[config.mk]
export PLATFORM = sky130hd
export DESIGN_NAME = bpu_bht
export DESIGN_NICKNAME = d
export VERILOG_FILES = /design/src/rtl/bpu_bht.sv
export SDC_FILE = /design/constraint.sdc
export NUM_CORES = 2
export LEC_CHECK = 0
export BUFFER_PORTS_ARGS = -buffer_cell sky130_fd_sc_hd__buf_2
export CAP_MARGIN = 20
export CORE_ASPECT_RATIO = 1.75
export CORE_MARGIN = 8
export CORE_UTILIZATION = 40
export DETAILED_ROUTE_END_ITERATION = 7
export PLACE_DENSITY = 0.65
export SLEW_MARGIN = 25
export SYNTH_ARGS = -nofsm -noshare
export SYNTH_HDL_FRONTEND = slang
export SYNTH_SLANG_ARGS = --single-unit
[constraint.sdc]
create_clock -name clk -period 15.2 [get_ports clk]
set_input_delay 2.28 -clock clk [delete_from_list [all_inputs] [get_ports clk]]
set_output_delay 2.28 -clock clk [all_outputs]
set_load 0.01 [all_outputs]
[src/rtl/bpu_bht.sv]
// Branch history table: 64-entry direct-mapped predictor with 2-bit counters,
// one-cycle registered lookup, verify-time update and mispredict redirect.
module bpu_bht #(
  parameter logic [1:0] INIT_COUNT = 2'b10
) (
  input  logic        clk,
  input  logic        reset,
  input  logic        flush,
  input  logic        fetch_valid,
  input  logic [31:0] fetch_pc,
  output logic        pred_valid,
  output logic        pred_taken,
  output logic [31:0] pred_target,
  output logic [57:0] pred_entry,
  input  logic        verify_valid,
  input  logic        verify_success,
  input  logic [57:0] verify_entry,
  input  logic        verify_taken,
  input  logic [31:0] verify_target,
  input  logic [31:0] verify_pc,
  output logic        redirect_valid,
  output logic [31:0] redirect_pc
);

  logic [63:0] valid_q;
  logic [57:0] table_q [64];

  logic [5:0]  v_idx;
  logic [57:0] v_stored;
  logic        v_hit;
  logic [1:0]  v_count;
  logic [1:0]  new_count;
  logic [1:0]  wr_count;
  logic        we;
  logic [57:0] wr_entry;

  logic [5:0]  f_idx;
  logic        f_valid;
  logic [57:0] f_entry;
  logic        f_hit;
  logic        f_taken;
  logic [31:0] f_target;
  logic [57:0] f_pred_entry;

  always_comb begin
    v_idx    = verify_pc[7:2];
    v_stored = table_q[v_idx];
    v_hit    = valid_q[v_idx] && (v_stored[57:36] == verify_pc[31:10]);
    v_count  = verify_entry[33:32];
    if (verify_taken)
      new_count = (v_count == 2'd3) ? 2'd3 : v_count + 2'd1;
    else
      new_count = (v_count == 2'd0) ? 2'd0 : v_count - 2'd1;
    wr_count = v_hit ? new_count : INIT_COUNT;
    we       = verify_valid && !reset && (v_hit || verify_taken);
    wr_entry = {verify_pc[31:10], verify_entry[35:34], wr_count, verify_target};
  end

  // A write landing on the looked-up index this cycle is forwarded to the lookup.
  always_comb begin
    f_idx = fetch_pc[7:2];
    if (we && (v_idx == f_idx)) begin
      f_valid = 1'b1;
      f_entry = wr_entry;
    end else begin
      f_valid = valid_q[f_idx];
      f_entry = table_q[f_idx];
    end
    f_hit = f_valid && (f_entry[57:36] == fetch_pc[31:10]);
    unique case (f_entry[35:34])
      2'b01:   f_taken = f_hit && f_entry[33];
      2'b10,
      2'b11:   f_taken = f_hit;
      default: f_taken = 1'b0;
    endcase
    f_target     = f_taken ? f_entry[31:0] : fetch_pc + 32'd8;
    f_pred_entry = f_hit ? f_entry : {fetch_pc[31:10], 2'b00, 2'b01, 32'h0};
  end

  always_ff @(posedge clk) begin
    if (we) table_q[v_idx] <= wr_entry;
  end

  always_ff @(posedge clk) begin
    if (reset) begin
      valid_q <= '0;
    end else if (we) begin
      valid_q[v_idx] <= 1'b1;
    end
  end

  always_ff @(posedge clk) begin
    if (reset) begin
      pred_valid     <= 1'b0;
      pred_taken     <= 1'b0;
      pred_target    <= '0;
      pred_entry     <= '0;
      redirect_valid <= 1'b0;
      redirect_pc    <= '0;
    end else begin
      pred_valid <= fetch_valid && !flush;
      if (fetch_valid) begin
        pred_taken  <= f_taken;
        pred_target <= f_target;
        pred_entry  <= f_pred_entry;
      end
      redirect_valid <= verify_valid && !verify_success;
      if (verify_valid && !verify_success)
        redirect_pc <= verify_taken ? verify_target : verify_pc + 32'd8;
    end
  end

endmodule

==> qor_table.md <==
| Metric | Reported | Unit |
|:---|:---|:---|
| Run status | finished, violations left | - |
| Violated checks | design-rule violations | - |
| Critical path's most frequent cell | buf_4 | - |
| Cell type contributing the most total cell area after synthesis | edfxtp_1 | - |
| Final slew viol count | 0 | - |
| Number of enable flip-flop cells after synthesis | 3712 | - |
| Setup repair after global routing missed its margin | no | - |
| Clock tree skew after final layout | 0.104 | ns |
| Die ar. | 427000 | µm² |
| Detailed-route wire length | 580000 | µm |
| Total standard cell area after synthesis | 162000 | µm² |
| Root Buffer | clkbuf_16 | - |
| Dominant register cell in the synthesized netlist | edfxtp_1 | - |
| Worst Tran Pin Value | 1.18 | ns |
| Wire length per cell | 41.7 | µm |
| Global-route wire length before repair | 778000 | µm |
| Post CTS Setup Buffer Count | 0 | - |
| Power per Cell Area | 121 | nW/µm² |
| Maximum number of buffers from clock root to sink | 4 | - |
| Slowest CP cell | nor2_4 | - |
| Post-route fraction of the period consumed by the critical path | 0.676 | - |
| Htree depth | 5 | - |
| Number of endpoints with negative hold slack in the final report | 0 | - |
| CTS clock-pin slew for the worst setup and hold paths | 0.06 | ns |
| Kind of cell adding the most delay to the critical path | simple AND/OR/NAND/NOR gates | - |
| Most frequent standard cell in the layout excluding fill and tap cells | edfxtp_1 | - |
| Required arrival time at the worst endpoint | 15.74 | ns |
| Slew HR | 0.201 | - |
| Most frequent cells in the layout | edfxtp_1 (3712), mux4_2 (1358), mux2i_1 (381), clkbuf_16 (365), buf_4 (306) | - |
| Input/output buffers | 231 | - |
| Sum of internal, switching and leakage power | 22.2 | mW |
| Post-layout nets | 8483 | - |
| Die width | 498 | µm |
| WP data arrival | 10.81 | ns |
| Count of buffer and inverter cells on the critical path | 4 | - |
| Starting density of the core | 0.402 | - |
| Initial antenna violation count | 44 | - |
| Worst IR Drop VDD | 0.000112 | V |
| Mean area per synthesized cell | 20.5 | µm² |
| TritonCTS Buffers | 359 | - |
| Hold bufs inserted after CTS | 0 | - |
| Detailed placer's ending HPWL | 344000 | µm |
| Path type of the worst min-delay path | reg -> reg | - |
| Final setup vio count | 0 | - |
| Sequential share of the synthesized area | 0.710 | - |
| Fraction of post-synthesis cell area in the top cell type by area | 0.686 | - |
| WS Path Type | in -> reg | - |
| Fmax achieved | 97.3 | MHz |
| Cells taking the most area after synthesis | edfxtp_1 (69%), mux4_2 (19%), mux2i_1 (2.4%), dfxtp_1 (2.3%), clkbuf_1 (0.67%) | - |
| Detailed-routing iteration count for the pre-antenna-repair pass | 8 | - |
| Latest clock arrival within the worst-skew pair | 1.00 | ns |
| Final Wtd Congestion | 0.983 | - |
| Sort of element at the start of the critical path | primary input | - |
| Worst-path cell chain | buf_8 -> buf_4 -> buf_4 -> nand4bb_1 -> o22ai_1 -> nor2_1 -> a21o_1 -> a21oi_1 -> nor3b_1 -> nand4_1 -> o41a_1 -> nor3b_1 -> nand3_1 -> nor2_4 -> buf_4 | - |
| Total gr overflow | 0 | - |
| Placeable core area | 404000 | µm² |
| Number of top-level design ports | 286 | - |
| Setup crit end kind | flop | - |
| Number of clock sinks | 3901 | - |
| Largest net degree at the start of global routing | 142 | - |
| Static leakage power | 57.8 | nW |
| CTS tree | built | - |
| Total Negative Setup Slacks | 0 | ns |
| Post-Synthesis Net Count | 8082 | - |
| MaxCap Viol Count | 0 | - |
| Post-cts repair resize count | 0 | - |
| Critical Path Max Stage Delay | 0.95 | ns |
| Share of layout cells above drive strength 1 | 0.302 | - |
| Number of distinct library cell variants in the gate-level netlist after synthesis | 84 | - |
| Cells after Synth | 7916 | - |
| Overall global routing resource usage | 0.262 | - |
| Via count of the first global-routing pass | 92100 | - |
| Maximum fanout count along the critical path | 54 | - |
| Via-to-Cell Ratio | 6.68 | - |
| Layout-stage area growth over the synthesis result | 12.8 | % |
| YS warnings | 0 | - |
| Site Rows | 309 | - |
| DRC violation count after routing | 3 | - |
| Residual antenna-violating net count after detailed routing | 0 | - |
| Post-route minimum period | 10.27 | ns |
| Vert. Die Dim | 859 | µm |
| Via total after detailed routing | 93000 | - |
| Async set or reset register ratio after synthesis | 0 | - |
| Synthesis-stage register bit count | 3901 | - |
| First DRT Iteration DRCs | 13800 | - |
## state kept, by name, summed over array words and instances (netlist names)
name and flops:
pred_taken 1, pred_target 32, redirect_valid 1, pred_valid 1, valid_q 64, pred_entry 58
redirect_pc 32, table_q 3712
## cell families after synthesis
| logic type | synth area share |
|---|---|
| AO/OA/AOI/OAI | 0.0341 |
| XOR/XNOR | 0.00458 |
| adder cells (fa/ha/maj) | 0.000508 |
| buffers and inverters | 0.0159 |
| flip-flops | 0.710 |
| multiplexers | 0.213 |
| AND/OR/NAND/NOR | 0.0227 |
## stage by stage
| stage | setup slack, ns | instances | utilization | area [µm²] | hold slack [ns] |
|---|---|---|---|---|---|
| after CTS | 5.14 | 13900 | 0.452 | 183000 | 0.461 |
| after global placement | 3.82 | 13200 | 0.424 | 172000 | 0.438 |
| after floorplan | 6.43 | 7916 | - | 162000 | 0.448 |
| after detailed placement | 4.18 | 13200 | 0.425 | 172000 | 0.444 |
| after global routing | 4.92 | 13900 | 0.453 | 183000 | 0.479 |
| final | 4.93 | 13900 | 0.453 | 183000 | 0.458 |
## per-layer routing
metal	part of all wire	vias to the layer above	track usage
li1	-	34500	-
met1	0.32	49400	0.304
met2	0.47	7058	0.426
met3	0.11	1968	0.0598
met4	0.095	18	0.196
met5	0.00019	-	0
## Yosys cell counts, drive strengths merged, types with 27 or more instances
library cell / n
a211oi: 83
a21oi: 155
a22o: 41
a22oi: 109
buf: 263
clkbuf: 288
dfxtp: 189
edfxtp: 3712
inv: 27
mux2i: 382
mux4: 1358
nand2: 277
nand3: 59
nand4: 33
nor2: 255
nor2b: 28
o21ai: 106
o221ai: 77
o22ai: 81
xnor2: 46
xor2: 39
## final timing paths
path                   start               to  slack (ns)  cells after the start
max             verify_pc[2]  table_q[56][33]        4.93                     15
min           pred_entry[18]   pred_entry[18]        0.46                      2
max reg2reg  table_q[31][40]  table_q[56][33]        7.49                     13
min reg2reg   pred_entry[18]   pred_entry[18]        0.46                      2
## worst register-to-register path, cell delays in order, from the launching register on
cell	delay (ns)
edfxtp_1	0.39
mux4_2	0.50
a22o_1	0.25
a221oi_1	0.27
o21ai_1	0.24
a311oi_2	0.29
buf_4	0.19
xor2_1	0.47
nand4_1	0.45
o41a_1	0.69
nor3b_1	0.85
nand3_1	0.92
nor2_4	0.96
buf_4	0.72
## report_power, final
part / leakage [nW] / internal, mW / switching [mW]
Clock: 5.44 / 4.80 / 4.08
Sequential: 35.2 / 11.8 / 0.0189
Combinational: 17.1 / 0.545 / 0.991
## area by class of cell
cell class / instances / area, µm²
diodes: 30 / 75.1
clock buffers: 434 / 9410
clock inverters: 206 / 1680
fillers: 33700 / 221000
inverters: 28 / 113
multi-input cells: 3436 / 45400
flip-flops and latches: 3901 / 115000
well taps: 5287 / 6620
repair buffers: 591 / 4620
Power figures use the tool's default switching activity.
